--- src/rtl/commu_push.sv ---
// rtl/commu_push.sv - payload stage of the slot transmit sequence
//
// Purpose: on a fire_push strobe, reads len_push bytes from the frame buffer
// RAM starting at address 0, hands each one to the byte transmitter over a
// valid/ready handshake, then pulses done_push for one cycle.
//
// Optional feature macro: PUSH_CSUM_EN
//   When defined, an 8-bit XOR of the sent payload bytes is appended as one
//   extra byte after the payload. A zero-length transfer then sends 0x00.
//
// Ports:
//   clk_sys      in   system clock, rising edge
//   rst_n        in   asynchronous active-low reset
//   fire_push    in   one-cycle start strobe, honoured only when idle
//   done_push    out  one-cycle completion pulse
//   len_push     in   payload byte count, saturated to 2**ADDR_W
//   buf_rd_en    out  frame buffer read enable
//   buf_rd_addr  out  frame buffer read address
//   buf_rd_data  in   frame buffer read data, valid the cycle after buf_rd_en
//   tx_data      out  byte to the transmitter
//   tx_vld       out  tx_data is valid
//   tx_rdy       in   transmitter accepts when tx_vld and tx_rdy are high

module commu_push #(
    parameter int ADDR_W = 10
) (
    input  logic              clk_sys,
    input  logic              rst_n,
    input  logic              fire_push,
    output logic              done_push,
    input  logic [ADDR_W:0]   len_push,
    output logic              buf_rd_en,
    output logic [ADDR_W-1:0] buf_rd_addr,
    input  logic [7:0]        buf_rd_data,
    output logic [7:0]        tx_data,
    output logic              tx_vld,
    input  logic              tx_rdy
);

    localparam logic [2:0] S_IDLE = 3'd0;
    localparam logic [2:0] S_READ = 3'd1;
    localparam logic [2:0] S_WAIT = 3'd2;
    localparam logic [2:0] S_SEND = 3'd3;
`ifdef PUSH_CSUM_EN
    localparam logic [2:0] S_CSUM = 3'd4;
`endif
    localparam logic [2:0] S_DONE = 3'd5;

    localparam logic [ADDR_W:0] LEN_MAX = {1'b1, {ADDR_W{1'b0}}};

    logic [2:0]        state;
    logic [ADDR_W-1:0] cnt;
    logic [ADDR_W:0]   len_lat;
    logic              last;
`ifdef PUSH_CSUM_EN
    logic [7:0]        csum;
`endif

    // len_lat is at least 1 whenever this is consulted (S_SEND is only
    // reachable with a nonzero length), so the subtraction cannot underflow.
    assign last = ({1'b0, cnt} == (len_lat - 1'b1));

    // Control outputs are pure state decodes so no input reaches an output
    // combinationally, and reset clears them the instant rst_n falls.
    assign buf_rd_en = (state == S_READ);
    assign done_push = (state == S_DONE);
`ifdef PUSH_CSUM_EN
    assign tx_vld    = (state == S_SEND) || (state == S_CSUM);
`else
    assign tx_vld    = (state == S_SEND);
`endif

    always_ff @(posedge clk_sys or negedge rst_n) begin
        if (!rst_n) begin
            state       <= S_IDLE;
            cnt         <= '0;
            len_lat     <= '0;
            buf_rd_addr <= '0;
            tx_data     <= 8'h00;
`ifdef PUSH_CSUM_EN
            csum        <= 8'h00;
`endif
        end else begin
            case (state)
                S_IDLE: begin
                    cnt         <= '0;
                    buf_rd_addr <= '0;
                    if (fire_push) begin
                        len_lat <= (len_push > LEN_MAX) ? LEN_MAX : len_push;
`ifdef PUSH_CSUM_EN
                        csum    <= 8'h00;
`endif
                        if (len_push != '0) begin
                            state <= S_READ;
                        end else begin
`ifdef PUSH_CSUM_EN
                            // Empty payload: the checksum byte alone is 0x00.
                            tx_data <= 8'h00;
                            state   <= S_CSUM;
`else
                            state   <= S_DONE;
`endif
                        end
                    end
                end
                S_READ: begin
                    state <= S_WAIT;
                end
                S_WAIT: begin
                    tx_data <= buf_rd_data;
                    state   <= S_SEND;
                end
                S_SEND: begin
                    if (tx_rdy) begin
`ifdef PUSH_CSUM_EN
                        csum <= csum ^ tx_data;
`endif
                        if (last) begin
`ifdef PUSH_CSUM_EN
                            // Fold in the byte just accepted so the final
                            // checksum is ready to present next cycle.
                            tx_data <= csum ^ tx_data;
                            state   <= S_CSUM;
`else
                            state   <= S_DONE;
`endif
                        end else begin
                            cnt         <= cnt + 1'b1;
                            buf_rd_addr <= buf_rd_addr + 1'b1;
                            state       <= S_READ;
                        end
                    end
                end
`ifdef PUSH_CSUM_EN
                S_CSUM: begin
                    if (tx_rdy) begin
                        state <= S_DONE;
                    end
                end
`endif
                S_DONE: begin
                    state <= S_IDLE;
                end
                default: begin
                    state <= S_IDLE;
                end
            endcase
        end
    end

endmodule

--- config.mk ---
export PLATFORM = sky130hd
export DESIGN_NAME = commu_push
export DESIGN_NICKNAME = d
export VERILOG_FILES = /design/src/rtl/commu_push.sv
export SDC_FILE = /design/constraint.sdc
export NUM_CORES = 1
export LEC_CHECK = 0
export BUFFER_PORTS_ARGS = -buffer_cell sky130_fd_sc_hd__buf_2
export CAP_MARGIN = 15
export CORE_ASPECT_RATIO = 1.2
export CORE_MARGIN = 2
export CORE_UTILIZATION = 25
export CTS_CLUSTER_SIZE = 10
export DETAILED_ROUTE_END_ITERATION = 7
export GPL_TIMING_DRIVEN = 0
export PLACE_DENSITY = 0.51
export SLEW_MARGIN = 5
export SYNTH_ARGS = -nofsm -noshare
export SYNTH_HDL_FRONTEND = slang
export SYNTH_SLANG_ARGS = --single-unit
--- constraint.sdc ---
create_clock -name clk_sys -period 3.1 [get_ports clk_sys]
set_input_delay 0.62 -clock clk_sys [delete_from_list [all_inputs] [get_ports clk_sys]]
set_output_delay 0.62 -clock clk_sys [all_outputs]
set_load 0.005 [all_outputs]
Word-level counts from Yosys, hierarchy flattened
Cells that the tools add are included.

storage, ports and cells
  output and inout port bits = 21
  word-level logic and storage cells = 35
  bits of input ports = 23
  flip-flop bits (word level) = 42

operators by class
  eq/ne operators = 8
  order comparisons = 1
  add/subtract/negate cells = 3
  reductions and logical operators = 6
  mux-type cells = 12

operators with widths
  cell                     count
  $mux W10                 4
  $pmux W10 S2             2
  $add A10 B1 Y10 const B  2
  $mux W3                  4
  $pmux W3 S4              1
  $eq A10 B11 Y1           1
  $gt A11 B11 Y1 const B   1
  $mux W11                 1
  $reduce_bool A11 Y1      1
  $sub A11 B1 Y11 const B  1
  $eq A3 B2 Y1 const B     2
  $ne A2 B2 Y1 const B     2
  $reduce_and A2 Y1        2
  $eq A3 B1 Y1 const B     1
  $eq A3 B3 Y1 const B     1
  $logic_not A3 Y1         1
  $reduce_and A3 Y1        1
  $ne A2 B1 Y1 const B     1
  $reduce_bool A2 Y1       1

Depth between registers and ports, before layout
Gate-level depths: netlist of the first run.

  word-level depth = 5
  depth in mapped cells = 11
  mapped depth without buffers = 9

Worst setup path after synthesis of the first run
OpenSTA, ideal clock, no wires.

  path type = register to register
  start point = register len_lat[0]
  end point = register buf_rd_addr[7]
  setup time = 136 ps
  path slack = 337 ps
  period minus slack after synthesis = 2763 ps
  cell stages (with the launch flop) = 12
  buffers on the path = 2
  arrival time = 2626 ps
  data required time = 2964 ps
  path through = dfrtp_1 inv_1 ha_1 or4b_4 o21ai_1 a211oi_2 o32a_2 and3_4 buf_6 buf_8 o41ai_1 a21oi_1

between the ends
  cells in the longest elaborated chain, start to end = 4

RTL lines
  element                             RTL line  source
  from (decl)                         53        logic [ADDR_W:0] len_lat;
  from (signal assigned)              89        len_lat <= (len_push > LEN_MAX) ? LEN_MAX : len_push;
  $sub A11 B1 Y11                     61        assign last = ({1'b0, cnt} == (len_lat - 1'b1));
  $eq A10 B11 Y1                      61
  $ne A2 B2 Y1 (no source line)       --
  $reduce_and A3 Y1 (no source line)  --
  to (signal assigned)                129       buf_rd_addr <= buf_rd_addr + 1'b1;
  to (decl)                           33        output logic [ADDR_W-1:0] buf_rd_addr,

Every way passes these cells.
A chain may end at the register's enable or synchronous reset.

Final worst setup path of the first run
Ends and elaborated chain as after synthesis.

==> results of run 1 <==
[power by group through the flow]
stage	Sequential [mW]	Clock, mW	Combinational (mW)
floorplan	0.862	0	0.780
global placement	0.899	0	1.07
detailed placement	0.904	0	1.08
CTS	0.896	0.535	1.10
global route	0.919	0.557	1.28
finish	0.887	0.515	1.14
[cells in the final DEF, fill, tap and decap left out, types with 7 or more instances in the layout]
master	synthesis	routed
sky130_fd_sc_hd__nand2b_1	9	9
sky130_fd_sc_hd__o21ai_0	18	18
sky130_fd_sc_hd__dfrtp_1	42	40
sky130_fd_sc_hd__nand3_1	11	11
sky130_fd_sc_hd__a21oi_1	12	12
sky130_fd_sc_hd__mux2_2	9	9
sky130_fd_sc_hd__inv_1	9	9
sky130_fd_sc_hd__o211ai_1	7	7
sky130_fd_sc_hd__buf_2	0	43
sky130_fd_sc_hd__or3_1	7	7
sky130_fd_sc_hd__clkbuf_1	8	8
sky130_fd_sc_hd__nor2_1	13	13
sky130_fd_sc_hd__nor3_1	8	8
sky130_fd_sc_hd__o21ai_1	8	8
sky130_fd_sc_hd__nand2_1	22	22
[registers in the layout (all words and copies together) (netlist names)]
signal,cells
buf_rd_addr,10
cnt,10
len_lat,11
state,3
tx_data,8
[logic make-up after synthesis]
family	after synthesis	synth area share
compound gates	65	0.170
xor+xnor	9	0.0324
fa+ha+maj	3	0.0154
buf+inv	22	0.0447
flops	42	0.431
mux	9	0.0416
simple gates	111	0.265
[layer usage]
metal | GRT usage | up-vias
met1 | 0.152 | 1043
met5 | 0 | -
met3 | 0.0168 | 9
li1 | - | 1075
met4 | 0.0531 | 0
met2 | 0.212 | 28
[worst register-to-register path, stage by stage, from the launching register on]
cell                       delay, ns
sky130_fd_sc_hd__dfrtp_2        0.44
sky130_fd_sc_hd__inv_1          0.07
sky130_fd_sc_hd__ha_2           0.19
sky130_fd_sc_hd__or4b_4         0.51
sky130_fd_sc_hd__or4b_4         0.53
sky130_fd_sc_hd__a211oi_2       0.23
sky130_fd_sc_hd__o32a_2         0.21
sky130_fd_sc_hd__and3_4         0.27
sky130_fd_sc_hd__buf_8          0.15
sky130_fd_sc_hd__o41ai_1        0.08
sky130_fd_sc_hd__a21oi_1        0.17
[final timing paths]
check	from	end	slack, ns	cells past startpoint
min in group clk_sys	tx_data[2]	tx_data[2]	0.50	1
max in group asynchronous	rst_n	len_lat[0]	1.94	1
max reg2reg	len_lat[0]	buf_rd_addr[7]	0.16	10
min	rst_n	buf_rd_addr[2]	0.49	1
max	len_lat[0]	buf_rd_addr[7]	0.16	10
min reg2reg	tx_data[2]	tx_data[2]	0.50	1
[layout make-up]
cell class | count | area [um2]
Clock buffer | 6 | 139
Inverter | 9 | 33.8
Sequential cell | 42 | 1050
Fill cell | 1012 | 6530
Multi-Input combinational cell | 197 | 1290
Timing Repair Buffer | 48 | 253
Buffer | 12 | 63.8
Tap cell | 123 | 154
[through the flow]
stage | TNS, ns | total power [mW] | hold slack [ns] | setup slack [ns]
after floorplan | 0 | 1.64 | 0.324 | 0.337
after global routing | 0 | 2.76 | 0.518 | 0.0258
after global placement | 0 | 1.96 | 0.488 | 0.0815
after CTS | 0 | 2.53 | 0.503 | 0.0180
after detailed placement | -0.000399 | 1.99 | 0.490 | -0.000399
final | 0 | 2.54 | 0.492 | 0.162
[timing repair]
| action | 4_1_cts | 5_1_grt |
|---|---|---|
| gates resized for setup | 2 | 4 |
| setup endpoints to repair | 1 | 18 |
| pin swaps | 0 | 2 |
| setup buffers | 0 | 5 |
==> impl_metrics.xml, run 1 <==
<?xml version="1.0" encoding="UTF-8"?>
<metrics>
  <group name="status">
    <metric name="run_status" unit="">complete, no violations</metric>
  </group>
  <group name="grt">
    <metric name="grt_start_max_net_pins" unit="">43</metric>
    <metric name="vias_in_the_first_global_route" unit="">2079</metric>
    <metric name="global_route.usage.total" unit="">0.123</metric>
    <metric name="grt_overflow_total" unit="">0</metric>
    <metric name="antenna_found_initial" unit="">0</metric>
    <metric name="grt_first_pass_wirelength" unit="mm">10.3</metric>
  </group>
  <group name="setup_path">
    <metric name="cp.required" unit="ns">3.30</metric>
    <metric name="path_delay_family" unit="">simple AND/OR/NAND/NOR gates</metric>
    <metric name="critical-path-max-stage-delay" unit="ns">0.53</metric>
    <metric name="crit_path_frequent_cell" unit="">sky130_fd_sc_hd__or4b_4</metric>
    <metric name="path_cells" unit="">inv_1, ha_2, or4b_4, or4b_4, a211oi_2, o32a_2, and3_4, buf_8, o41ai_1, a21oi_1</metric>
    <metric name="setup.worst_path.class" unit="">register to register</metric>
    <metric name="worstSetupStartpointType" unit="">register</metric>
    <metric name="arrival" unit="ns">3.14</metric>
    <metric name="sort_of_element_at_the_end_of_the_critical_path" unit="">register</metric>
    <metric name="worst-path-buf-inv" unit="">2</metric>
    <metric name="critPathSlowestCell" unit="">sky130_fd_sc_hd__or4b_4</metric>
    <metric name="path_max_fanout" unit="">10</metric>
  </group>
  <group name="sta">
    <metric name="max_slew.worst_pin.slew" unit="ns">0.964</metric>
    <metric name="hold_violations" unit="">0</metric>
    <metric name="grt_setup_unrepaired" unit="">false</metric>
    <metric name="max-slew-margin-rel" unit="">0.357</metric>
    <metric name="timing.final.crit_share" unit="">0.948</metric>
    <metric name="fin_worst_skew" unit="ns">0.00271</metric>
    <metric name="finalMaxSlewViolations" unit="">0</metric>
    <metric name="final-setup-viol-count" unit="">0</metric>
    <metric name="min_period" unit="ns">2.94</metric>
    <metric name="fmax" unit="MHz">340</metric>
  </group>
  <group name="logic_synthesis">
    <metric name="ys.flop_type" unit="">sky130_fd_sc_hd__dfrtp_1</metric>
    <metric name="synth_warnings" unit="">0</metric>
    <metric name="synth.area.top_cells" unit="">sky130_fd_sc_hd__dfrtp_1, sky130_fd_sc_hd__mux2_2, sky130_fd_sc_hd__o21ai_0</metric>
    <metric name="yosys.area.top_type" unit="">sky130_fd_sc_hd__dfrtp_1</metric>
    <metric name="synth.top_cell.area_share" unit="">0.431</metric>
    <metric name="synth_enable_flop_cells" unit="">0</metric>
    <metric name="synth_seq_cells" unit="">42</metric>
    <metric name="post-synth-top-count-cell" unit="">sky130_fd_sc_hd__dfrtp_1</metric>
    <metric name="async_reset_ff_frac" unit="">1.00</metric>
    <metric name="synthesis.instances" unit="">261</metric>
    <metric name="seq_area_frac_synth" unit="">0.431</metric>
    <metric name="synthesis.area" unit="um2">2440</metric>
    <metric name="synth.cells.most_frequent" unit="">sky130_fd_sc_hd__dfrtp_1, sky130_fd_sc_hd__nand2_1, sky130_fd_sc_hd__o21ai_0</metric>
    <metric name="syn-num-nets" unit="">287</metric>
    <metric name="synth_cell_types" unit="">51</metric>
    <metric name="postSynthAreaPerCell" unit="um2">9.33</metric>
  </group>
  <group name="placed_design">
    <metric name="finalWeightedCongestion" unit="">0.775</metric>
    <metric name="placement.cell_area" unit="um2">2800</metric>
    <metric name="detailed_place_hpwl" unit="mm">4.51</metric>
    <metric name="place_inst" unit="">426</metric>
    <metric name="io_buffers" unit="">42</metric>
  </group>
  <group name="clocking">
    <metric name="cts_hold_repair.buffers" unit="">0</metric>
    <metric name="cts_tree" unit="">done</metric>
    <metric name="cts_made_buffers" unit="">5</metric>
    <metric name="htree_num_levels" unit="">2</metric>
    <metric name="numClockSinks" unit="">42</metric>
    <metric name="clk_root_buffer_cell" unit="">sky130_fd_sc_hd__clkbuf_16</metric>
    <metric name="cts_max_path_buffers" unit="">2</metric>
    <metric name="insertion_delay" unit="ns">0.28</metric>
    <metric name="clk_pin_slew_worst_paths" unit="ns">0.06</metric>
  </group>
  <group name="pwr">
    <metric name="power_frac_comb" unit="">0.448</metric>
    <metric name="power.net_switching" unit="uW">983</metric>
    <metric name="leakage" unit="nW">1.29</metric>
    <metric name="total_power_density_per_cell_area" unit="nW/um2">850</metric>
    <metric name="maximum_vdd_drop" unit="V">0.000417</metric>
    <metric name="share_seq_of_total_power" unit="">0.349</metric>
    <metric name="clockPowerShare" unit="">0.203</metric>
    <metric name="switching_share" unit="">0.387</metric>
    <metric name="p_int" unit="mW">1.56</metric>
  </group>
  <group name="floorplanning">
    <metric name="die_h" unit="um">112</metric>
    <metric name="rows" unit="">39</metric>
    <metric name="starting_density" unit="">0.256</metric>
    <metric name="die_x" unit="um">94.1</metric>
    <metric name="ios" unit="">44</metric>
    <metric name="design.die.area" unit="um2">10600</metric>
    <metric name="core_area" unit="um2">9520</metric>
  </group>
  <group name="finish">
    <metric name="finalInstanceArea" unit="um2">2990</metric>
    <metric name="finalNetCount" unit="">341</metric>
    <metric name="post-route-util" unit="">0.314</metric>
    <metric name="syn2layout_area_growth" unit="%">22.8</metric>
    <metric name="antenna_cells_inserted" unit="">0</metric>
    <metric name="finish.cell_count_without_fillers" unit="">437</metric>
    <metric name="layout-drive-gt1-share" unit="">0.264</metric>
  </group>
  <group name="drt">
    <metric name="met3_wirelength" unit="um">123</metric>
    <metric name="drt_pre_antenna_iters" unit="">4</metric>
    <metric name="drt_wl_total" unit="mm">6.12</metric>
    <metric name="route.met2.wl" unit="mm">3.15</metric>
    <metric name="top_signal_layer_used" unit="">met4</metric>
    <metric name="wl_per_cell" unit="um">14.0</metric>
    <metric name="routedLengthMet1" unit="mm">2.71</metric>
    <metric name="number_of_drc_markers_after_the_initial_detailed_route_iteration" unit="">127</metric>
    <metric name="vias_per_inst" unit="">4.93</metric>
    <metric name="route.vias.total" unit="">2155</metric>
    <metric name="final_antenna_net_count" unit="">0</metric>
    <metric name="drc" unit="">0</metric>
  </group>
  <group name="hold_path">
    <metric name="worst_hold_path_type" unit="">primary input to async pin</metric>
  </group>
  <group name="flow_run">
    <metric name="max_cap_violation_count" unit="">0</metric>
  </group>
</metrics>
Note: power is estimated with default switching activity, not from simulation.
==> run 2: changes to the inputs <==
Settings changed: CAP_MARGIN 15 to 20, PLACE_DENSITY 0.51 to 0.53, REMOVE_ABC_BUFFERS set to 1.
Clock period 3.1 ns to 2.7 ns, I/O delays scaled along.
==> run 2 against run 1 <==
The flow now finishes with violations (negative setup slack). Flip-flop and latch count is the same. Clock skew is 0.0029 ns higher. First-iteration DRC count grew 45%. Wire length rose by 6.6%. Final cell count is 0.92% lower. Via count is 1.6% higher. Sequential power grew 22%. Register-to-register slack worse by 0.18 ns. Non-clock buffer count decreased by 9. Clock power rose by 33%. Clock-buffer cell count is 1 lower. Utilization grew 1.3 points. Critical endpoint is now cnt[6]. Largest power group unchanged.
==> impl_metrics.xml, run 2 (synthesis gave the netlist of run 1 again) <==
<?xml version="1.0" encoding="UTF-8"?>
<metrics>
  <group name="status">
    <metric name="run_status" unit="">finished with violations</metric>
    <metric name="violations" unit="">negative setup slack</metric>
  </group>
  <group name="finish">
    <metric name="finalNetCount" unit="">335</metric>
    <metric name="finalInstanceArea" unit="um2">3120</metric>
    <metric name="most-common-layout-cells" unit="">sky130_fd_sc_hd__buf_2, sky130_fd_sc_hd__dfrtp_1, sky130_fd_sc_hd__nand2_1, sky130_fd_sc_hd__o21ai_0, sky130_fd_sc_hd__nor2_1</metric>
    <metric name="largest_reg_flops" unit="">11</metric>
    <metric name="reg.largest.list" unit="">len_lat: 11 flops, buf_rd_addr: 10 flops, cnt: 10 flops</metric>
    <metric name="antenna_cells_inserted" unit="">0</metric>
    <metric name="post-route-util" unit="">0.327</metric>
    <metric name="layout-drive-gt1-share" unit="">0.323</metric>
    <metric name="final_common_cell" unit="">sky130_fd_sc_hd__buf_2</metric>
    <metric name="registers.top_by_ff_count" unit="">len_lat</metric>
    <metric name="n_fill_cell" unit="">1006</metric>
    <metric name="syn2layout_area_growth" unit="%">27.9</metric>
  </group>
  <group name="placed_design">
    <metric name="finalWeightedCongestion" unit="">0.801</metric>
    <metric name="detailed_place_hpwl" unit="mm">4.26</metric>
    <metric name="placement.setup.worst_slack" unit="ns">-0.335</metric>
    <metric name="placement.cell_area" unit="um2">2740</metric>
    <metric name="io_buffers" unit="">43</metric>
  </group>
  <group name="sta">
    <metric name="hold_violations" unit="">0</metric>
    <metric name="fmax" unit="MHz">367</metric>
    <metric name="final-setup-viol-count" unit="">4</metric>
    <metric name="finalMaxSlewViolations" unit="">0</metric>
    <metric name="post-route-worst-setup-slack" unit="ns">-0.0221</metric>
    <metric name="min_period" unit="ns">2.72</metric>
    <metric name="grt_setup_unrepaired" unit="">true</metric>
    <metric name="timing.final.crit_share" unit="">1.01</metric>
    <metric name="max_slew.worst_pin.slew" unit="ns">0.783</metric>
    <metric name="max-slew-margin-rel" unit="">0.475</metric>
    <metric name="fin_worst_skew" unit="ns">0.00557</metric>
  </group>
  <group name="floorplanning">
    <metric name="die_h" unit="um">112</metric>
    <metric name="starting_density" unit="">0.256</metric>
    <metric name="core_area" unit="um2">9520</metric>
    <metric name="ios" unit="">44</metric>
    <metric name="die_x" unit="um">94.1</metric>
    <metric name="design.die.area" unit="um2">10600</metric>
    <metric name="rows" unit="">39</metric>
  </group>
  <group name="clocking">
    <metric name="numClockSinks" unit="">42</metric>
    <metric name="cts_hold_repair.buffers" unit="">0</metric>
    <metric name="clk_root_buffer_cell" unit="">sky130_fd_sc_hd__clkbuf_16</metric>
    <metric name="cts_made_buffers" unit="">5</metric>
    <metric name="cts_tree" unit="">done</metric>
    <metric name="insertion_delay" unit="ns">0.29</metric>
    <metric name="htree_num_levels" unit="">2</metric>
    <metric name="clk_pin_slew_worst_paths" unit="ns">0.06</metric>
    <metric name="cts_max_path_buffers" unit="">2</metric>
  </group>
  <group name="grt">
    <metric name="antenna_found_initial" unit="">0</metric>
    <metric name="vias_in_the_first_global_route" unit="">2219</metric>
    <metric name="global_route.usage.total" unit="">0.130</metric>
    <metric name="grt_overflow_total" unit="">0</metric>
    <metric name="grt_first_pass_wirelength" unit="mm">10.9</metric>
    <metric name="grt_start_max_net_pins" unit="">43</metric>
  </group>
  <group name="pwr">
    <metric name="total_power_density_per_cell_area" unit="nW/um2">1020</metric>
    <metric name="leakage" unit="nW">1.33</metric>
    <metric name="maximum_vdd_drop" unit="V">0.000560</metric>
  </group>
  <group name="setup_path">
    <metric name="cp.required" unit="ns">2.85</metric>
    <metric name="reg2reg_setup_slack" unit="ns">-0.02</metric>
    <metric name="path_max_fanout" unit="">7</metric>
    <metric name="arrival" unit="ns">2.87</metric>
    <metric name="reg2reg_launch_point" unit="">len_lat[0]</metric>
    <metric name="worstSetupStartpointType" unit="">register</metric>
    <metric name="regToRegEndpoint" unit="">cnt[6]</metric>
    <metric name="sort_of_element_at_the_end_of_the_critical_path" unit="">register</metric>
    <metric name="setup.worst_path.class" unit="">register to register</metric>
    <metric name="r2r.worst_path.cells" unit="">9</metric>
  </group>
  <group name="flow_run">
    <metric name="max_cap_violation_count" unit="">0</metric>
  </group>
  <group name="drt">
    <metric name="number_of_drc_markers_after_the_initial_detailed_route_iteration" unit="">184</metric>
    <metric name="drt_wl_total" unit="mm">6.53</metric>
    <metric name="final_antenna_net_count" unit="">0</metric>
    <metric name="route.vias.total" unit="">2189</metric>
    <metric name="vias_per_inst" unit="">5.06</metric>
    <metric name="drc" unit="">0</metric>
    <metric name="wl_per_cell" unit="um">15.1</metric>
    <metric name="drt_pre_antenna_iters" unit="">4</metric>
  </group>
  <group name="hold_path">
    <metric name="worst_hold_path_type" unit="">primary input to async pin</metric>
  </group>
</metrics>
run 2: stage by stage:
stage | hold WS (ns) | std cells | total power [mW] | TNS, ns
CTS | 0.471 | 431 | 3.15 | 0
detailed placement | 0.491 | 414 | 2.25 | -5.62
finish | 0.203 | 433 | 3.18 | -0.0671
global placement | 0.485 | 414 | 2.22 | -8.90
global route | 0.234 | 433 | 3.43 | -1.69
floorplan | 0.244 | 248 | 1.86 | -0.226
run 2: timing repair:
| action | in CTS | in global routing |
|---|---|---|
| resized for setup | 14 | 12 |
| cloned | 3 | 0 |
| pin swaps | 12 | 23 |
| endpoints found under the setup margin | 21 | 23 |
| setup buffers | 6 | 0 |
run 2: final cells by class:
cell class,count,area [um2],area share
repair buffers,51,285,0.0916
multi-input cells,200,1430,0.457
well taps,123,154,0.0494
clock inverters,3,40.0,0.0129
flip-flops and latches,42,1050,0.338
inverters,9,33.8,0.0108
clock buffers,5,125,0.0402
run 2: how the worst max path moves through the flow:
| stage | start | endpoint | slack [ns] |
|---|---|---|---|
| final | len_lat[0] | cnt[6] | -0.02 |
| after global routing | len_lat[0] | cnt[2] | -0.11 |
| after CTS | len_lat[0] | cnt[4] | 0.002 |
| after detailed placement | len_lat[0] | cnt[4] | -0.33 |
| after global placement | state[2] | len_lat[4] | -0.54 |
| after floorplan | len_lat[0] | buf_rd_addr[5] | -0.05 |
run 2: critical path, stage by stage (launching register included):
cell	delay, ns
sky130_fd_sc_hd__dfrtp_2	0.41
sky130_fd_sc_hd__inv_2	0.07
sky130_fd_sc_hd__ha_4	0.12
sky130_fd_sc_hd__or4b_4	0.50
sky130_fd_sc_hd__or4b_4	0.54
sky130_fd_sc_hd__a211oi_2	0.22
sky130_fd_sc_hd__o32a_4	0.25
sky130_fd_sc_hd__and3_4	0.29
sky130_fd_sc_hd__or3_1	0.13
sky130_fd_sc_hd__a21oi_1	0.05
run 2: power by group:
group	switching, mW	internal, mW	leakage [nW]
logic	0.745	0.671	0.696
clock network	0.251	0.433	0.0836
registers	0.252	0.829	0.546
total	1.25	1.93	1.33
run 2: per-layer routing:
layer / track usage / wire length [um] / vias to the layer above
met5: 0 / 0 / -
met2: 0.226 / 3450 / 44
met1: 0.156 / 2720 / 1065
met3: 0.0228 / 224 / 11
li1: - / - / 1069
met4: 0.0541 / 139 / 0
==> run 3: changes to the inputs <==
Settings changed: ABC_AREA set to 1, MAX_ROUTING_LAYER set to met4, PLACE_DENSITY 0.53 to 0.51.
Clock period 2.7 ns to 3.55 ns, I/O delays scaled along.
==> run 3 against run 2 <==
The flow now finishes without violations. First-iteration DRC count fell by 33%. Via count rose by 7.7%. Setup slack improved by 0.68 ns. Largest cell class unchanged. Critical endpoint is now cnt[7]. Sequential share of layout area rose by 0.74 points.
==> impl_metrics.xml, run 3 <==
<?xml version="1.0" encoding="UTF-8"?>
<metrics>
  <group name="status">
    <metric name="run_status" unit="">complete, no violations</metric>
  </group>
  <group name="grt">
    <metric name="globalRoute.busiestLayer" unit="">met2</metric>
    <metric name="grt_overflow_total" unit="">0</metric>
    <metric name="groute.layer.met1.usage" unit="">0.147</metric>
    <metric name="grt.met2_usage" unit="">0.213</metric>
    <metric name="grt.met3_usage" unit="">0.0164</metric>
    <metric name="vias_in_the_first_global_route" unit="">2318</metric>
    <metric name="global_route.usage.total" unit="">0.123</metric>
    <metric name="grt_start_max_net_pins" unit="">43</metric>
    <metric name="antenna_found_initial" unit="">0</metric>
    <metric name="grt_first_pass_wirelength" unit="mm">10.6</metric>
  </group>
  <group name="finish">
    <metric name="finish.cell_count_without_fillers" unit="">524</metric>
    <metric name="largest_reg_flops" unit="">11</metric>
    <metric name="reg.largest.list" unit="">len_lat: 11 flops, buf_rd_addr: 10 flops, cnt: 10 flops</metric>
    <metric name="antenna_cells_inserted" unit="">0</metric>
    <metric name="final_common_cell" unit="">sky130_fd_sc_hd__nand2_1</metric>
    <metric name="layout-drive-gt1-share" unit="">0.186</metric>
    <metric name="finalInstanceArea" unit="um2">3050</metric>
    <metric name="most-common-layout-cells" unit="">sky130_fd_sc_hd__nand2_1, sky130_fd_sc_hd__nand3_1, sky130_fd_sc_hd__nor2_1, sky130_fd_sc_hd__buf_2, sky130_fd_sc_hd__dfrtp_1</metric>
    <metric name="finalNetCount" unit="">423</metric>
    <metric name="n_fill_cell" unit="">1090</metric>
    <metric name="syn2layout_area_growth" unit="%">18.6</metric>
    <metric name="registers.top_by_ff_count" unit="">len_lat</metric>
  </group>
  <group name="logic_synthesis">
    <metric name="yosys.area.top_type" unit="">sky130_fd_sc_hd__dfrtp_1</metric>
    <metric name="synth_warnings" unit="">0</metric>
    <metric name="synth_seq_cells" unit="">42</metric>
    <metric name="post-synth-top-count-cell" unit="">sky130_fd_sc_hd__nand2_1</metric>
    <metric name="synth.area.top_cells" unit="">sky130_fd_sc_hd__dfrtp_1, sky130_fd_sc_hd__nand2_1, sky130_fd_sc_hd__nand3_1</metric>
    <metric name="synth.top_cell.area_share" unit="">0.409</metric>
    <metric name="synth_enable_flop_cells" unit="">0</metric>
    <metric name="synthesis.instances" unit="">357</metric>
    <metric name="ys.flop_type" unit="">sky130_fd_sc_hd__dfrtp_1</metric>
    <metric name="postSynthAreaPerCell" unit="um2">7.19</metric>
    <metric name="synth_cell_types" unit="">29</metric>
    <metric name="synthesis.area" unit="um2">2570</metric>
    <metric name="synth.cells.most_frequent" unit="">sky130_fd_sc_hd__nand2_1, sky130_fd_sc_hd__nand3_1, sky130_fd_sc_hd__nor2_1</metric>
    <metric name="seq_area_frac_synth" unit="">0.409</metric>
    <metric name="async_reset_ff_frac" unit="">1.00</metric>
  </group>
  <group name="clocking">
    <metric name="htree_num_levels" unit="">2</metric>
    <metric name="insertion_delay" unit="ns">0.28</metric>
    <metric name="cts_max_path_buffers" unit="">2</metric>
    <metric name="cts_resized" unit="">0</metric>
    <metric name="cts_hold_repair.buffers" unit="">0</metric>
    <metric name="clk_pin_slew_worst_paths" unit="ns">0.07</metric>
    <metric name="cts_made_buffers" unit="">5</metric>
    <metric name="cts_tree" unit="">done</metric>
    <metric name="numClockSinks" unit="">42</metric>
    <metric name="clk_root_buffer_cell" unit="">sky130_fd_sc_hd__clkbuf_16</metric>
    <metric name="cts_setup_buffers" unit="">0</metric>
  </group>
  <group name="pwr">
    <metric name="maximum_vdd_drop" unit="V">0.000402</metric>
    <metric name="leakage" unit="nW">1.55</metric>
    <metric name="total_power_density_per_cell_area" unit="nW/um2">687</metric>
  </group>
  <group name="floorplanning">
    <metric name="die_x" unit="um">96.5</metric>
    <metric name="starting_density" unit="">0.256</metric>
    <metric name="ios" unit="">44</metric>
    <metric name="core_area" unit="um2">10000</metric>
    <metric name="die_h" unit="um">115</metric>
    <metric name="design.die.area" unit="um2">11100</metric>
    <metric name="rows" unit="">40</metric>
  </group>
  <group name="sta">
    <metric name="hold_violations" unit="">0</metric>
    <metric name="grt_setup_unrepaired" unit="">false</metric>
    <metric name="fmax" unit="MHz">346</metric>
    <metric name="min_period" unit="ns">2.89</metric>
    <metric name="max_slew.worst_pin.slew" unit="ns">0.912</metric>
    <metric name="final-setup-viol-count" unit="">0</metric>
    <metric name="finalMaxSlewViolations" unit="">0</metric>
    <metric name="timing.final.crit_share" unit="">0.814</metric>
    <metric name="fin_worst_skew" unit="ns">0.00704</metric>
    <metric name="setup-tns-final" unit="ns">0</metric>
    <metric name="max-slew-margin-rel" unit="">0.391</metric>
  </group>
  <group name="placed_design">
    <metric name="detailed_place_hpwl" unit="mm">4.44</metric>
    <metric name="placement.cell_area" unit="um2">2880</metric>
    <metric name="io_buffers" unit="">43</metric>
    <metric name="finalWeightedCongestion" unit="">0.880</metric>
    <metric name="place_inst" unit="">515</metric>
  </group>
  <group name="setup_path">
    <metric name="path_delay_family" unit="">simple AND/OR/NAND/NOR gates</metric>
    <metric name="cp.required" unit="ns">3.77</metric>
    <metric name="worstSetupStartpointType" unit="">register</metric>
    <metric name="arrival" unit="ns">3.11</metric>
    <metric name="critical-path-max-stage-delay" unit="ns">0.64</metric>
    <metric name="critPathSlowestCell" unit="">sky130_fd_sc_hd__nand3_1</metric>
    <metric name="path_cells" unit="">inv_1, nand3_1, nor2_1, nand3_1, nor2_1, nand3_2, nand2_2, nand2_1, nand2_1</metric>
    <metric name="path_max_fanout" unit="">23</metric>
    <metric name="sort_of_element_at_the_end_of_the_critical_path" unit="">register</metric>
    <metric name="worst-path-buf-inv" unit="">1</metric>
    <metric name="setup.worst_path.class" unit="">register to register</metric>
  </group>
  <group name="hold_path">
    <metric name="worst_hold_path_type" unit="">primary input to async pin</metric>
  </group>
  <group name="drt">
    <metric name="drt_wl_total" unit="mm">6.13</metric>
    <metric name="wl_per_cell" unit="um">11.7</metric>
    <metric name="number_of_drc_markers_after_the_initial_detailed_route_iteration" unit="">123</metric>
    <metric name="route.vias.total" unit="">2358</metric>
    <metric name="drc" unit="">0</metric>
    <metric name="vias_per_inst" unit="">4.50</metric>
    <metric name="drt_pre_antenna_iters" unit="">4</metric>
    <metric name="final_antenna_net_count" unit="">0</metric>
  </group>
  <group name="flow_run">
    <metric name="max_cap_violation_count" unit="">0</metric>
  </group>
</metrics>
## run 3: stage by stage
step | util | hold slack, ns | power (mW) | worst slack (ns)
2_1_floorplan | - | 0.414 | 1.36 | 1.45
3_3_place_gp | 0.288 | 0.487 | 1.65 | 0.638
3_5_place_dp | 0.288 | 0.493 | 1.65 | 0.644
4_1_cts | 0.302 | 0.511 | 2.11 | 0.603
5_1_grt | 0.304 | 0.244 | 2.30 | 0.259
6_report | 0.304 | 0.243 | 2.09 | 0.661
## run 3: cell type report
type	instances	area, um2	area share
multi-input cells	264	1310	0.429
clock buffers	5	125	0.0411
clock inverters	3	21.3	0.00698
well taps	126	158	0.0518
repair buffers	44	235	0.0772
inverters	40	150	0.0493
flip-flops and latches	42	1050	0.345
## run 3: kinds of logic (layout without fill, tap and decap cells)
kind of cell	Yosys count	after routing	synth area share
buffers and inverters	51	92	0.0824
flip-flops	42	42	0.409
AO/OA/AOI/OAI	17	17	0.0365
multiplexers	8	8	0.0351
AND/OR/NAND/NOR	221	221	0.371
XOR/XNOR	15	15	0.0512
adder cells (fa/ha/maj)	3	3	0.0146
## run 3: power breakdown
part | total, mW | internal (mW) | leakage [nW] | switching (mW)
combinational | 0.924 | 0.334 | 0.930 | 0.590
sequential | 0.714 | 0.605 | 0.548 | 0.109
clock | 0.454 | 0.260 | 0.0698 | 0.194
total | 2.09 | 1.20 | 1.55 | 0.892
## run 3: worst paths after layout
kind | startpoint | slack (ns) | end | cells past startpoint
max in group asynchronous | rst_n | 2.86 | len_lat[10] | 2
hold / removal | rst_n | 0.24 | buf_rd_addr[7] | 1
setup / recovery | state[2] | 0.66 | cnt[7] | 9
hold reg to reg | tx_data[3] | 0.51 | tx_data[3] | 1
min in group clk_sys | tx_data[3] | 0.51 | tx_data[3] | 1
setup reg to reg | state[2] | 0.66 | cnt[7] | 9
## run 3: worst register-to-register path: stages, from the launching register on
cell                      delay [ns]
sky130_fd_sc_hd__dfrtp_1        0.41
sky130_fd_sc_hd__inv_1          0.10
sky130_fd_sc_hd__nand3_1        0.64
sky130_fd_sc_hd__nor2_1         0.30
sky130_fd_sc_hd__nand3_1        0.10
sky130_fd_sc_hd__nor2_1         0.13
sky130_fd_sc_hd__nand3_2        0.42
sky130_fd_sc_hd__nand2_2        0.54
sky130_fd_sc_hd__nand2_1        0.10
sky130_fd_sc_hd__nand2_1        0.08
## run 3: metal layers
| layer | vias up | routed length, um |
|---|---|---|
| met2 | 33 | 3170 |
| met5 | - | 0 |
| met3 | 7 | 123 |
| li1 | 1204 | - |
| met1 | 1114 | 2750 |
| met4 | 0 | 95 |
